==> config.mk <==
export PLATFORM = sky130hd
export DESIGN_NAME = homing_sequencer
export DESIGN_NICKNAME = d
export VERILOG_FILES = /design/src/rtl/homing_sequencer.sv
export SDC_FILE = /design/constraint.sdc
export NUM_CORES = 1
export LEC_CHECK = 0
export BUFFER_PORTS_ARGS = -buffer_cell sky130_fd_sc_hd__buf_2
export CAP_MARGIN = 15
export CORE_UTILIZATION = 25
export CTS_BUF_LIST = sky130_fd_sc_hd__clkbuf_4 sky130_fd_sc_hd__clkbuf_8
export CTS_CLUSTER_SIZE = 14
export DETAILED_ROUTE_END_ITERATION = 7
export GPL_TIMING_DRIVEN = 0
export PLACE_DENSITY = 0.44
export SLEW_MARGIN = 20
export SYNTH_ARGS = -nofsm -noshare
export SYNTH_HDL_FRONTEND = slang
export SYNTH_SLANG_ARGS = --single-unit
==> constraint.sdc <==
create_clock -name clk -period 6.98 [get_ports clk]
set_input_delay 0.698 -clock clk [delete_from_list [all_inputs] [get_ports clk]]
set_output_delay 0.698 -clock clk [all_outputs]
set_load 0.005 [all_outputs]
==> src/rtl/homing_sequencer.sv <==
// Endstop homing sequencer for one axis per run: arm, seek, optional second touch, latch.
// Define HOMING_DOUBLE_TOUCH_EN to build the back-off / settle / slow-seek second touch.
module homing_sequencer #(
  parameter int unsigned SETTLE_CYCLES = 1000,
  parameter int unsigned CNT_W         = 32
) (
  input  logic             clk,
  input  logic             reset,
  input  logic             start,
  input  logic             cancel,
  input  logic [1:0]       axis,
  input  logic             trigger_level,
  input  logic [CNT_W-1:0] phase_timeout,
  input  logic             es_signal,
  input  logic [63:0]      es_pos,
  input  logic             move_busy,
  output logic [1:0]       mux_select,
  output logic             abort_polarity,
  output logic             abort_enabled,
  output logic             unlock,
  output logic             move_req,
  output logic             move_dir,
  output logic             move_slow,
  output logic             move_abort,
  output logic             busy,
  output logic             done,
  output logic             error,
  output logic [2:0]       err_code,
  output logic [63:0]      home_pos,
  output logic [3:0]       dbg_state
);

  typedef enum logic [3:0] {
    S_IDLE      = 4'd0,
    S_ARM       = 4'd1,
    S_FAST_SEEK = 4'd2,
    S_BACKOFF   = 4'd3,
    S_SETTLE    = 4'd4,
    S_SLOW_SEEK = 4'd5,
    S_LATCH     = 4'd6,
    S_DONE      = 4'd7,
    S_ERROR     = 4'd8
  } state_e;

`ifdef HOMING_DOUBLE_TOUCH_EN
  localparam state_e FIRST_TRIP_NEXT = S_BACKOFF;
`else
  localparam state_e FIRST_TRIP_NEXT = S_LATCH;
`endif

  // Executor handshake: move_req is a one-cycle request; the move is finished once
  // move_busy has been seen high and then reads low. move_abort is a one-cycle stop.
  state_e           state_q, state_d;
  logic [1:0]       axis_q, axis_d;
  logic             trig_q, trig_d;
  logic [CNT_W-1:0] cnt_q, cnt_d;
  logic             seen_busy_q, seen_busy_d;
  logic             tripped_q, tripped_d;
  logic [1:0]       mux_q, mux_d;
  logic             abort_en_q, abort_en_d;
  logic             unlock_q, unlock_d;
  logic             move_req_q, move_req_d;
  logic             dir_q, dir_d;
  logic             slow_q, slow_d;
  logic             move_abort_q, move_abort_d;
  logic             busy_q, busy_d;
  logic             done_q, done_d;
  logic             error_q, error_d;
  logic [2:0]       err_code_q, err_code_d;
  logic [63:0]      home_pos_q, home_pos_d;
`ifdef HOMING_DOUBLE_TOUCH_EN
  logic [CNT_W-1:0] settle_cnt_q, settle_cnt_d;
`endif

  logic move_done, es_trip, trip, in_move, active, timeout_hit, next_is_move;

  always_comb begin
    state_d      = state_q;
    axis_d       = axis_q;
    trig_d       = trig_q;
    cnt_d        = cnt_q;
    seen_busy_d  = seen_busy_q;
    tripped_d    = tripped_q;
    mux_d        = mux_q;
    unlock_d     = 1'b0;
    dir_d        = dir_q;
    slow_d       = slow_q;
    move_abort_d = 1'b0;
    err_code_d   = err_code_q;
    home_pos_d   = home_pos_q;
`ifdef HOMING_DOUBLE_TOUCH_EN
    settle_cnt_d = '0;
`endif

    move_done   = seen_busy_q && !move_busy;
    es_trip     = (es_signal == trig_q);
    trip        = tripped_q || es_trip;
    in_move     = (state_q == S_FAST_SEEK) || (state_q == S_BACKOFF) ||
                  (state_q == S_SLOW_SEEK);
    active      = (state_q != S_IDLE) && (state_q != S_ERROR);
    timeout_hit = in_move && (phase_timeout != '0) &&
                  (cnt_q == phase_timeout - CNT_W'(1));

    case (state_q)
      S_IDLE, S_ERROR: begin
        if (start) begin
          axis_d = axis;
          trig_d = trigger_level;
          if (axis == 2'd0) begin
            state_d    = S_ERROR;
            err_code_d = 3'd1;
          end else begin
            state_d    = S_ARM;
            err_code_d = 3'd0;
          end
        end
      end
      S_ARM: state_d = es_trip ? FIRST_TRIP_NEXT : S_FAST_SEEK;
      S_FAST_SEEK: begin
        if (move_done) begin
          if (trip) begin
            state_d = FIRST_TRIP_NEXT;
          end else begin
            state_d    = S_ERROR;
            err_code_d = 3'd3;
          end
        end
      end
`ifdef HOMING_DOUBLE_TOUCH_EN
      S_BACKOFF: begin
        if (move_done) begin
          if (es_trip) begin
            state_d    = S_ERROR;
            err_code_d = 3'd4;
          end else begin
            state_d = S_SETTLE;
          end
        end
      end
      S_SETTLE: begin
        settle_cnt_d = settle_cnt_q + CNT_W'(1);
        if (settle_cnt_q == CNT_W'(SETTLE_CYCLES - 1)) begin
          state_d  = S_SLOW_SEEK;
          unlock_d = 1'b1;
        end
      end
      S_SLOW_SEEK: begin
        if (move_done) begin
          if (trip) begin
            state_d = S_LATCH;
          end else begin
            state_d    = S_ERROR;
            err_code_d = 3'd3;
          end
        end
      end
`endif
      S_LATCH: begin
        home_pos_d = es_pos;
        state_d    = S_DONE;
      end
      S_DONE:  state_d = S_IDLE;
      default: state_d = S_IDLE;
    endcase

    if (timeout_hit) begin
      state_d      = S_ERROR;
      err_code_d   = 3'd2;
      move_abort_d = 1'b1;
    end
    // Cancel is applied last so it outranks a timeout in the same cycle.
    if (cancel && active) begin
      state_d      = S_ERROR;
      err_code_d   = 3'd5;
      move_abort_d = 1'b1;
    end

    if (state_d == S_ERROR) begin
      mux_d      = 2'd0;
      unlock_d   = 1'b0;
      home_pos_d = home_pos_q;
    end
    if (state_d == S_ARM) begin
      mux_d    = axis_d;
      unlock_d = 1'b1;
    end

    if (state_d != state_q) begin
      cnt_d       = '0;
      seen_busy_d = 1'b0;
      tripped_d   = 1'b0;
`ifdef HOMING_DOUBLE_TOUCH_EN
      settle_cnt_d = '0;
`endif
    end else if (in_move) begin
      cnt_d = cnt_q + CNT_W'(1);
      if (move_busy) seen_busy_d = 1'b1;
      if (es_trip)   tripped_d   = 1'b1;
    end

    next_is_move = (state_d == S_FAST_SEEK) || (state_d == S_BACKOFF) ||
                   (state_d == S_SLOW_SEEK);
    move_req_d   = next_is_move && (state_d != state_q);
    if (move_req_d) begin
      dir_d  = (state_d != S_BACKOFF);
      slow_d = (state_d == S_SLOW_SEEK);
    end

    abort_en_d = (state_d == S_FAST_SEEK) || (state_d == S_SLOW_SEEK);
    busy_d     = (state_d != S_IDLE) && (state_d != S_ERROR);
    error_d    = (state_d == S_ERROR);
    done_d     = (state_d == S_DONE);
  end

  always_ff @(posedge clk) begin
    if (!reset) begin
      state_q      <= S_IDLE;
      axis_q       <= 2'd0;
      trig_q       <= 1'b0;
      cnt_q        <= '0;
      seen_busy_q  <= 1'b0;
      tripped_q    <= 1'b0;
      mux_q        <= 2'd0;
      abort_en_q   <= 1'b0;
      unlock_q     <= 1'b0;
      move_req_q   <= 1'b0;
      dir_q        <= 1'b0;
      slow_q       <= 1'b0;
      move_abort_q <= 1'b0;
      busy_q       <= 1'b0;
      done_q       <= 1'b0;
      error_q      <= 1'b0;
      err_code_q   <= 3'd0;
      home_pos_q   <= 64'd0;
`ifdef HOMING_DOUBLE_TOUCH_EN
      settle_cnt_q <= '0;
`endif
    end else begin
      state_q      <= state_d;
      axis_q       <= axis_d;
      trig_q       <= trig_d;
      cnt_q        <= cnt_d;
      seen_busy_q  <= seen_busy_d;
      tripped_q    <= tripped_d;
      mux_q        <= mux_d;
      abort_en_q   <= abort_en_d;
      unlock_q     <= unlock_d;
      move_req_q   <= move_req_d;
      dir_q        <= dir_d;
      slow_q       <= slow_d;
      move_abort_q <= move_abort_d;
      busy_q       <= busy_d;
      done_q       <= done_d;
      error_q      <= error_d;
      err_code_q   <= err_code_d;
      home_pos_q   <= home_pos_d;
`ifdef HOMING_DOUBLE_TOUCH_EN
      settle_cnt_q <= settle_cnt_d;
`endif
    end
  end

  assign mux_select     = mux_q;
  assign abort_polarity = trig_q;
  assign abort_enabled  = abort_en_q;
  assign unlock         = unlock_q;
  assign move_req       = move_req_q;
  assign move_dir       = dir_q;
  assign move_slow      = slow_q;
  assign move_abort     = move_abort_q;
  assign busy           = busy_q;
  assign done           = done_q;
  assign error          = error_q;
  assign err_code       = err_code_q;
  assign home_pos       = home_pos_q;
  assign dbg_state      = state_q;

endmodule

==> flow_summary.toml <==
[die]
die_height_um = 153
die_area_mm2 = 0.0233
rows = 54
ios = 188
initial_utilization_pct = 25.8
die_w_um = 153
core-area_mm2 = 0.0220

[logic_synthesis]
synthTopCellsByArea = "dfxtp_1 41%, nand2_1 10%, a21oi_1 7.1%"
ys_seq_area_share_pct = 41.3
syn_nets = 822
synth_top_area_share_pct = 41.3
synth_edf_count = 0
synth_mux_area_share_pct = 0.375
yosysMostFrequentCell = "nand2_1"
yosys.area_share.adder_pct = 0.441
avgSynthCellArea_um2 = 7.94
ys_top_cells_by_count = "158 x nand2_1, 117 x dfxtp_1, 81 x a21oi_1"
synth_top_family_by_area = "simple AND/OR/NAND/NOR gates"
synthCells = 715
synthSimpleGateAreaFrac_pct = 30.2
syn_area_mm2 = 0.00568
ys_ff_latch = 117
synth.distinct_cells = 62
async_reset_ff_share_pct = 0
synth-compound-area-share_pct = 13.4
synth_ff_type = "dfxtp_1"
synthXorXnorAreaFrac_pct = 10.8
ys_warn_count = 0
yosys.area.top_type = "dfxtp_1"

[placed_design]
dpl_worst_slack_ns = 2.51
gp_congestion = 0.841
place.port_buffers = 182
place_hpwl_mm = 14.3

[power_and_ir_drop]
switchingPower_w = 0.000411
leakage_nw = 2.83
pwr-share-seq_pct = 48.7
clockPowerShare_pct = 40.3
p_per_area_mw_per_mm2 = 192
p_int_w = 0.000989
irDropWorstVdd_mv = 0.0954
pwr-share-comb_pct = 11.1
swShare_pct = 29.4

[clocking]
cts_tree = "done"
post-cts-setup-buffer-count = 0
cts_resized = 0
cts.sinks = 117
cts_buffers = 17
htree_levels = 4
clk_latency_ns = 0.44
clockBufferDepth = 2
path_clk_slew_ns = 0.08
cts-root-buf = "clkbuf_8"
postCtsHoldBufs = 0

[worst_setup_path]
cp-start-kind = "input port"
reg2reg_depth = 10
critPathMaxFanout = 10
r2r-start = "dbg_state[2]$_SDFF_PN0_"
rr_endpoint = "move_dir$_SDFFE_PN0P_"
worstSetupStartpoint = "phase_timeout[0]"
reg2reg_slack_ns = 3.08
required_ns = 7.32
arrival_ns = 4.28
endpoint_kind = "flop"
crit_type = "in -> reg"
crit_end = "move_dir$_SDFFE_PN0P_"

[drt]
wl_mm = 18.4
drt-met1-wl_mm = 8.65
wl_met3_mm = 1.32
topRoutingLayerUsed = "met5"
firstDrtPassIters = 8
routed_via_density = 4.72
vias = 5702
wl_met2_mm = 8.22
final_antenna_net_count = 0
wl_per_cell_um = 15.2
drt_first_iter_violations = 294
drc = 27

[final_layout]
multi_input_area_mm2 = 0.00314
fillers = 2438
syn_to_final_growth_pct = 28.4
final-seq-area_mm2 = 0.00234
drive_above_1_share_pct = 26.4
fin_nets = 1023
diodes = 0

[global_route]
first_global_vias = 5289
grt_max_degree = 17
grt-ovfl-total = 0
antenna_found_initial = 1
grt_pass1_wl_mm = 28.8
track_usage_pct = 15.7

[sta]
fmax_mhz = 254
skew_ns = 0.0161
rsz0062_at_grt = "false"
final.setup.tns_ns = 0
whs_ns = 0.428
finalSetupViolCount = 0
worst_pin_slew_ns = 1.08
finalHoldViolations = 0
fin_crit_sh_pct = 56.5
slew_headroom_pct = 27.6
slew_viol_final = 0
post-route-worst-setup-slack_ns = 3.04
min_period_ns = 3.94

[run_status]
violations = "DRC"
status = "finished, violations left"

[hold_path]
min_path_type = "reg -> reg"

[run]
maxCapViolations = 0
power by group through the flow:
stage	combinational, W	clock (W)	sequential (W)
4_1_cts	0.000157	0.000592	0.000681
2_1_floorplan	0.0000833	0	0.000697
5_1_grt	0.000173	0.000620	0.000682
3_5_place_dp	0.000157	0	0.000697
3_3_place_gp	0.000158	0	0.000697
6_report	0.000155	0.000564	0.000681
layer usage:
metal,global-route usage [%],vias up
met5,0,-
met4,4.81,2
met3,3.73,14
met2,24.8,193
met1,21.1,2603
li1,-,2890
placed cells by master (no fill, tap or decap), drive strengths merged, types with 3 or more instances in the layout:
cell / n
dfxtp: 117
xor2: 38
nand4: 21
o31ai: 3
nor4: 17
or2: 4
a2111oi: 3
and3: 16
clkbuf: 49
a21oi: 82
clkinvlp: 4
nand3b: 3
clkinv: 6
buf: 187
o21ai: 11
xnor2: 32
or4: 5
and2: 4
nor2: 59
nand2: 158
nand2b: 6
nor3: 17
a211oi: 4
inv: 11
a31oi: 5
nand3: 23
or3: 7
how the worst min path moves through the flow:
stage                                 startpoint  depth (start not counted)                      to
after global routing      move_slow$_SDFFE_PN0P_                          2  move_slow$_SDFFE_PN0P_
after global placement    move_slow$_SDFFE_PN0P_                          2  move_slow$_SDFFE_PN0P_
after CTS                 move_slow$_SDFFE_PN0P_                          2  move_slow$_SDFFE_PN0P_
after floorplan           move_slow$_SDFFE_PN0P_                          2  move_slow$_SDFFE_PN0P_
final                     move_slow$_SDFFE_PN0P_                          2  move_slow$_SDFFE_PN0P_
after detailed placement  move_slow$_SDFFE_PN0P_                          2  move_slow$_SDFFE_PN0P_
registers in the layout, indices dropped and copies added, names as in the netlist, 2 cells and up:
name and flops:
cnt_q 32, err_code 3, mux_select 2, home_pos 64, dbg_state 4
final cells by class:
class / count / area share (%)
Clock buffer: 18 / 3.31
Timing Repair Buffer: 182 / 12.5
Inverter: 7 / 0.361
Tap cell: 280 / 4.81
Sequential cell: 117 / 32.1
Multi-Input combinational cell: 555 / 43.1
Clock inverter: 14 / 1.41
Buffer: 36 / 2.37
cells by family after synthesis:
kind of cell	count (synthesis)
AO/OA/AOI/OAI	129
XOR/XNOR	70
multiplexers	2
adder cells (fa/ha/maj)	2
buffers and inverters	43
flip-flops	117
AND/OR/NAND/NOR	352
worst max-delay path, stage by stage:
cell and delay [ns]:
buf_2 0.15, inv_1 0.06, ha_1 0.17, nor3b_2 0.50
nand3_1 0.44, nor3_1 0.29, o221ai_1 0.17, nand4bb_1 0.21
or4b_1 0.54, o31ai_2 0.67, nor3_1 0.18, o21a_1 0.21
through the flow:
step | total power, W | instance area, µm² | utilization, % | cells
floorplan | 0.000780 | 5680 | - | 715
global placement | 0.000855 | 6940 | 31.5 | 1177
detailed placement | 0.000854 | 6940 | 31.5 | 1177
CTS | 0.00143 | 7290 | 33.1 | 1209
global route | 0.00148 | 7290 | 33.1 | 1209
finish | 0.00140 | 7290 | 33.1 | 1209
Note: power is estimated with default switching activity, not from simulation.
